### config.mk
export PLATFORM = sky130hd
export DESIGN_NAME = seven_seg_scanner
export DESIGN_NICKNAME = d
export VERILOG_FILES = /design/src/rtl/seven_seg_scanner.sv
export SDC_FILE = /design/constraint.sdc
export NUM_CORES = 1
export LEC_CHECK = 0
export CORE_ASPECT_RATIO = 2
export CORE_UTILIZATION = 45
export CTS_BUF_LIST = sky130_fd_sc_hd__clkbuf_4 sky130_fd_sc_hd__clkbuf_8
export CTS_CLUSTER_DIAMETER = 60
export DETAILED_ROUTE_END_ITERATION = 10
export DONT_BUFFER_PORTS = 1
export HOLD_SLACK_MARGIN = 0.03
export PLACE_DENSITY_LB_ADDON = 0.1
export SLEW_MARGIN = 15
export SYNTH_ARGS = -nofsm -noshare
export SYNTH_HDL_FRONTEND = slang
export SYNTH_SLANG_ARGS = --single-unit
### constraint.sdc
create_clock -name i_clk -period 6.8 [get_ports i_clk]
set_input_delay 1.02 -clock i_clk [delete_from_list [all_inputs] [get_ports i_clk]]
set_output_delay 1.02 -clock i_clk [all_outputs]
set_load 0.01 [all_outputs]
### src/rtl/seven_seg_scanner.sv
`default_nettype none
// ============================================================================
// Module   : seven_seg_scanner
// Brief    : Time-multiplexed scan controller for a multi-digit 7-segment
//            display sharing one registered binary_to_7segment decoder.
//            Optional leading-zero suppression: SEVEN_SEG_SCANNER_LZ_BLANK_EN
// Revision : 1.0 - initial release
// ============================================================================
module seven_seg_scanner #(
    parameter int NUM_DIGITS   = 4,
    parameter int DWELL_CYCLES = 1000,
    parameter int BLANK_CYCLES = 2
) (
    input  logic                    i_clk,
    input  logic                    i_rst,
    input  logic                    i_enable,
    input  logic [4*NUM_DIGITS-1:0] i_value,
    input  logic                    i_valid,
    output logic                    o_ready,
    output logic [3:0]              o_dec_bin,
    input  logic [6:0]              i_dec_seg,
    output logic [6:0]              o_seg,
    output logic [NUM_DIGITS-1:0]   o_an,
    output logic                    o_frame
);

    localparam int c_IDX_W   = $clog2(NUM_DIGITS);
    localparam int c_CNT_MAX = (DWELL_CYCLES > BLANK_CYCLES) ? DWELL_CYCLES : BLANK_CYCLES;
    localparam int c_CNT_W   = (c_CNT_MAX > 1) ? $clog2(c_CNT_MAX) : 1;

    localparam logic [1:0] c_ST_IDLE  = 2'd0;
    localparam logic [1:0] c_ST_BLANK = 2'd1;
    localparam logic [1:0] c_ST_SHOW  = 2'd2;

    localparam logic [NUM_DIGITS-1:0] c_AN_ONE  = {{(NUM_DIGITS-1){1'b0}}, 1'b1};
    localparam logic [c_IDX_W-1:0]    c_IDX_LAST = c_IDX_W'(NUM_DIGITS - 1);
    localparam logic [c_CNT_W-1:0]    c_BLANK_END = c_CNT_W'(BLANK_CYCLES - 1);
    localparam logic [c_CNT_W-1:0]    c_DWELL_END = c_CNT_W'(DWELL_CYCLES - 1);

    logic [1:0]              r_state,   w_state;
    logic [c_IDX_W-1:0]      r_index,   w_index;
    logic [c_CNT_W-1:0]      r_count,   w_count;
    logic [4*NUM_DIGITS-1:0] r_active,  w_active;
    logic [4*NUM_DIGITS-1:0] r_shadow,  w_shadow;
    logic                    r_pending, w_pending;
    logic [3:0]              r_dec_bin, w_dec_bin;
    logic [6:0]              r_seg,     w_seg;
    logic [NUM_DIGITS-1:0]   r_an,      w_an;
    logic                    r_frame,   w_frame;

    logic w_accept;
    logic w_boundary;
    logic w_enter_blank;
    logic w_lit;

    assign w_accept = i_valid && !r_pending;

`ifdef SEVEN_SEG_SCANNER_LZ_BLANK_EN
    // A digit is dark when it and every more-significant nibble are zero.
    assign w_lit = (r_index == '0) || ((r_active >> {r_index, 2'b00}) != '0);
`else
    assign w_lit = 1'b1;
`endif

    always_ff @(posedge i_clk) begin
        if (i_rst) begin
            r_state   <= c_ST_BLANK;
            r_index   <= '0;
            r_count   <= '0;
            r_active  <= '0;
            r_shadow  <= '0;
            r_pending <= 1'b0;
            r_dec_bin <= '0;
            r_seg     <= '0;
            r_an      <= '0;
            r_frame   <= 1'b0;
        end else begin
            r_state   <= w_state;
            r_index   <= w_index;
            r_count   <= w_count;
            r_active  <= w_active;
            r_shadow  <= w_shadow;
            r_pending <= w_pending;
            r_dec_bin <= w_dec_bin;
            r_seg     <= w_seg;
            r_an      <= w_an;
            r_frame   <= w_frame;
        end
    end

    always_comb begin
        w_state       = r_state;
        w_index       = r_index;
        w_count       = r_count;
        w_active      = r_active;
        w_shadow      = r_shadow;
        w_pending     = r_pending;
        w_dec_bin     = r_dec_bin;
        w_seg         = r_seg;
        w_an          = r_an;
        w_frame       = 1'b0;
        w_boundary    = 1'b0;
        w_enter_blank = 1'b0;

        if (!i_enable) begin
            w_state = c_ST_IDLE;
            w_index = '0;
            w_count = '0;
            w_an    = '0;
            w_seg   = '0;
        end else begin
            case (r_state)
                c_ST_IDLE: begin
                    w_index       = '0;
                    w_boundary    = 1'b1;
                    w_enter_blank = 1'b1;
                end
                c_ST_BLANK: begin
                    if (r_count == c_BLANK_END) begin
                        // Decoder output has settled for this digit by now.
                        w_state = c_ST_SHOW;
                        w_count = '0;
                        w_seg   = i_dec_seg;
                        w_an    = w_lit ? (c_AN_ONE << r_index) : '0;
                    end else begin
                        w_count = r_count + 1'b1;
                    end
                end
                c_ST_SHOW: begin
                    if (r_count == c_DWELL_END) begin
                        w_enter_blank = 1'b1;
                        if (r_index == c_IDX_LAST) begin
                            w_index    = '0;
                            w_boundary = 1'b1;
                        end else begin
                            w_index = r_index + 1'b1;
                        end
                    end else begin
                        w_count = r_count + 1'b1;
                    end
                end
                default: begin
                    w_state = c_ST_IDLE;
                end
            endcase
        end

        // Capture and apply are mutually exclusive: capture needs pending low.
        if (w_accept) begin
            w_shadow  = i_value;
            w_pending = 1'b1;
        end
        if (w_boundary && r_pending) begin
            w_active  = r_shadow;
            w_pending = 1'b0;
        end

        if (w_enter_blank) begin
            w_state   = c_ST_BLANK;
            w_count   = '0;
            w_seg     = '0;
            w_an      = '0;
            w_dec_bin = w_active[{w_index, 2'b00} +: 4];
            w_frame   = w_boundary;
        end
    end

    assign o_ready   = !r_pending;
    assign o_dec_bin = r_dec_bin;
    assign o_seg     = r_seg;
    assign o_an      = r_an;
    assign o_frame   = r_frame;

endmodule
`default_nettype wire

==> run_results.csv <==
group,metric,value,unit
logic_synthesis,syn_nets,328,
grt,grt_max_degree,37,
logic_synthesis,synth.avg_cell_area,9.05,µm²
logic_synthesis,ys_ff_latch,63,
grt,grt_use_total,19.8,%
drt,wl_per_cell,16.3,µm
sta,clock.fmax,0.356,GHz
floorplan,ios,44,
outcome,status,"finished, final reports clean",
power,p_leak,0.00121,µW
clock_tree,htreeDepth,3,
drt,vias,1960,
clock_tree,cts_resized,0,
clock_tree,clk-insertion-delay-late,340,ps
grt,antenna_found_initial,0,
finish,n_antenna_cell,0,
clock_tree,hold_buffers,0,
grt,grt_pass1_wl,9.29,mm
floorplan,core-area,0.00571,mm²
finish,drive_gt1_share,7.46,%
critical_path,cp-start-kind,"flop",
sta,fin_setup_tns,0,ps
sta,slew_violations,0,
logic_synthesis,ys_seq_area_share,47.3,%
clock_tree,cts.path.max_buffers,2,
drt,firstDrtPassIters,4,
clock_tree,root_buffer,"clkbuf_8",
placed_design,dp.final_hpwl,4.30,mm
logic_synthesis,synth_flop_cell,"dfxtp_1",
critical_path,timing_worst_setup_path_type,"reg2reg",
critical_path,reg2reg_from,"r_count[0]$_SDFFE_PP0P_",
placed_design,gp_congestion,0.802,
floorplan,die_h,111,µm
sta,post-route-min-period,2810,ps
critical_path,cp.arrival,3060,ps
clock_tree,cts_setup_buffers,0,
sta,slew_headroom,32.3,%
drt,ant_nets,0,
placed_design,port_buffers,0,
grt,grt-ovfl-total,0,
critical_path,ff2ff_setup_slack,3990,ps
drt,post-route-drc-count,0,
sta,setup_viol,0,
grt,first_global_vias,1925,
logic_synthesis,synth_edf_count,0,
worst_hold_path,min_from,"r_shadow[4]$_SDFFE_PP0P_",
clock_tree,cts_sinks,63,
drt,wl,5.80,mm
floorplan,initial_utilization,46.7,%
critical_path,r2r_end,"o_dec_bin[2]$_SDFFE_PP0P_",
critical_path,path_max_fanout,19,
sta,grt_setup_unrepaired,"false",
job,cap_viol_max_count,0,
logic_synthesis,ys_types,40,
logic_synthesis,yosys_warnings,0,
floorplan,dieArea,0.00626,mm²
logic_synthesis,synthArstFlopShare,0,%
power,p_total,792,µW
worst_hold_path,hp-class,"reg2reg",
floorplan,rows,39,
critical_path,reg2reg_depth,7,
clock_tree,cts_tree,"built",
drt,vias_per_cell,5.51,
clock_tree,cts_made_buffers,9,
worst_hold_path,whs_path_depth,2,
sta,max_slew.worst_pin.slew,1010,ps
finish,syn_to_final_growth,8.81,%
power,p_per_area,273,mW/mm²
critical_path,crit_required,7060,ps
finish,nets,323,
floorplan,die_w,56.5,µm
sta,clock_skew,8.20,ps
logic_synthesis,synth_area,0.00267,mm²
power,ir_worst_vdd,0.182,mV
worst_hold_path,hold_end,"r_shadow[4]$_SDFFE_PP0P_",
sta,hold_violations,0,
sta,finalCritPeriodShare,41.3,%
drt,drt_iter0_drc,67,
critical_path,worst_setup_path_end_kind,"flop",
clock_tree,path_clk_slew,70,ps
logic_synthesis,postSynthCellCount,295,
-- synth_stat cells, drive strengths merged (5+ instances only) --
cell / instances / area, µm²
dfxtp: 63 / 1260
nor2: 44 / 165
nand2: 42 / 158
mux2i: 32 / 320
a21oi: 22 / 110
clkbuf: 10 / 38.8
buf: 6 / 36.3
ha: 6 / 75.1
nand2b: 6 / 37.5
nand3: 6 / 35.0
o21ai: 6 / 33.8
a22oi: 5 / 37.5
xor2: 5 / 43.8
-- area by class of cell --
type | instances | area, µm²
Clock buffer | 13 | 166
Sequential cell | 63 | 1260
Fill cell | 564 | 2810
Inverter | 4 | 15.0
Clock inverter | 3 | 65.1
Tap cell | 61 | 76.3
Multi-Input combinational cell | 212 | 1320
-- worst max path at each step --
stage | cells past startpoint | slack (ps) | end | startpoint
CTS | 7 | 3990 | o_dec_bin[2]$_SDFFE_PP0P_ | r_count[0]$_SDFFE_PP0P_
global route | 7 | 3830 | o_dec_bin[3]$_SDFFE_PP0P_ | r_count[0]$_SDFFE_PP0P_
floorplan | 7 | 4560 | o_dec_bin[0]$_SDFFE_PP0P_ | i_enable
detailed placement | 6 | 3900 | o_dec_bin[3]$_SDFFE_PP0P_ | i_enable
global placement | 6 | 3960 | o_dec_bin[2]$_SDFFE_PP0P_ | i_enable
finish | 7 | 3990 | o_dec_bin[2]$_SDFFE_PP0P_ | r_count[0]$_SDFFE_PP0P_
-- cells by family (layout without fill, tap and decap cells) --
logic type | count (synthesis) | count (layout) | synth area share (%)
multiplexers | 36 | 36 | 13.7
flip-flops | 63 | 63 | 47.3
XOR/XNOR | 6 | 6 | 1.97
AO/OA/AOI/OAI | 43 | 43 | 9.99
buffers and inverters | 20 | 20 | 3.37
adder cells (fa/ha/maj) | 6 | 6 | 2.81
AND/OR/NAND/NOR | 121 | 121 | 20.9
-- registers in the layout (all words and copies together) (netlist names) --
register,cells
r_state,2
r_count,10
o_an,4
r_shadow,16
r_pending,1
o_seg,7
o_frame,1
r_index,2
r_active,16
o_dec_bin,4
-- layout by cell type, fill, tap and decap left out, drive strengths merged, types with 5 or more instances in the layout --
cell    Yosys  routed
ha          6       6
a21oi      22      22
a22oi       5       5
xor2        5       5
nand2      42      42
nand3       6       6
nor2       44      44
o21ai       6       6
clkbuf     10      13
dfxtp      63      63
nand2b      6       6
mux2i      32      32
-- power breakdown --
part           internal, µW  total (µW)  leakage [µW]  switching [µW]
Combinational          13.1        33.7      0.000583            20.5
Clock                   234         373      0.000120             139
Sequential              377         385      0.000511            8.07
-- per-layer routing --
| layer | global-route usage (%) | up-vias | share of wire (%) |
|---|---|---|---|
| met1 | 19.4 | 903 | 38 |
| met4 | 10.7 | 0 | 3.3 |
| met5 | 0 | - | 0 |
| li1 | - | 996 | - |
| met2 | 35.6 | 47 | 55 |
| met3 | 6.18 | 14 | 3.8 |
-- worst max-delay path, stage by stage (launching register included) --
cell and delay [ps]:
dfxtp_1 460, ha_1 290, nand4_1 150, or3_1 460, o22a_1 580, mux2i_1 260
mux2_1 350, o221ai_1 170
-- metrics by stage --
| stage | area, µm² | utilization, % | hold WS [ps] | setup slack (ps) | instances |
|---|---|---|---|---|---|
| global route | 2900 | 50.9 | 479 | 3830 | 356 |
| finish | 2900 | 50.9 | 449 | 3990 | 356 |
| CTS | 2900 | 50.8 | 451 | 3990 | 356 |
| detailed placement | 2670 | 46.8 | 442 | 3900 | 340 |
| global placement | 2670 | 46.8 | 439 | 3960 | 340 |
| floorplan | 2670 | - | 436 | 4560 | 295 |
No activity file was read; power rests on OpenSTA's default activity.
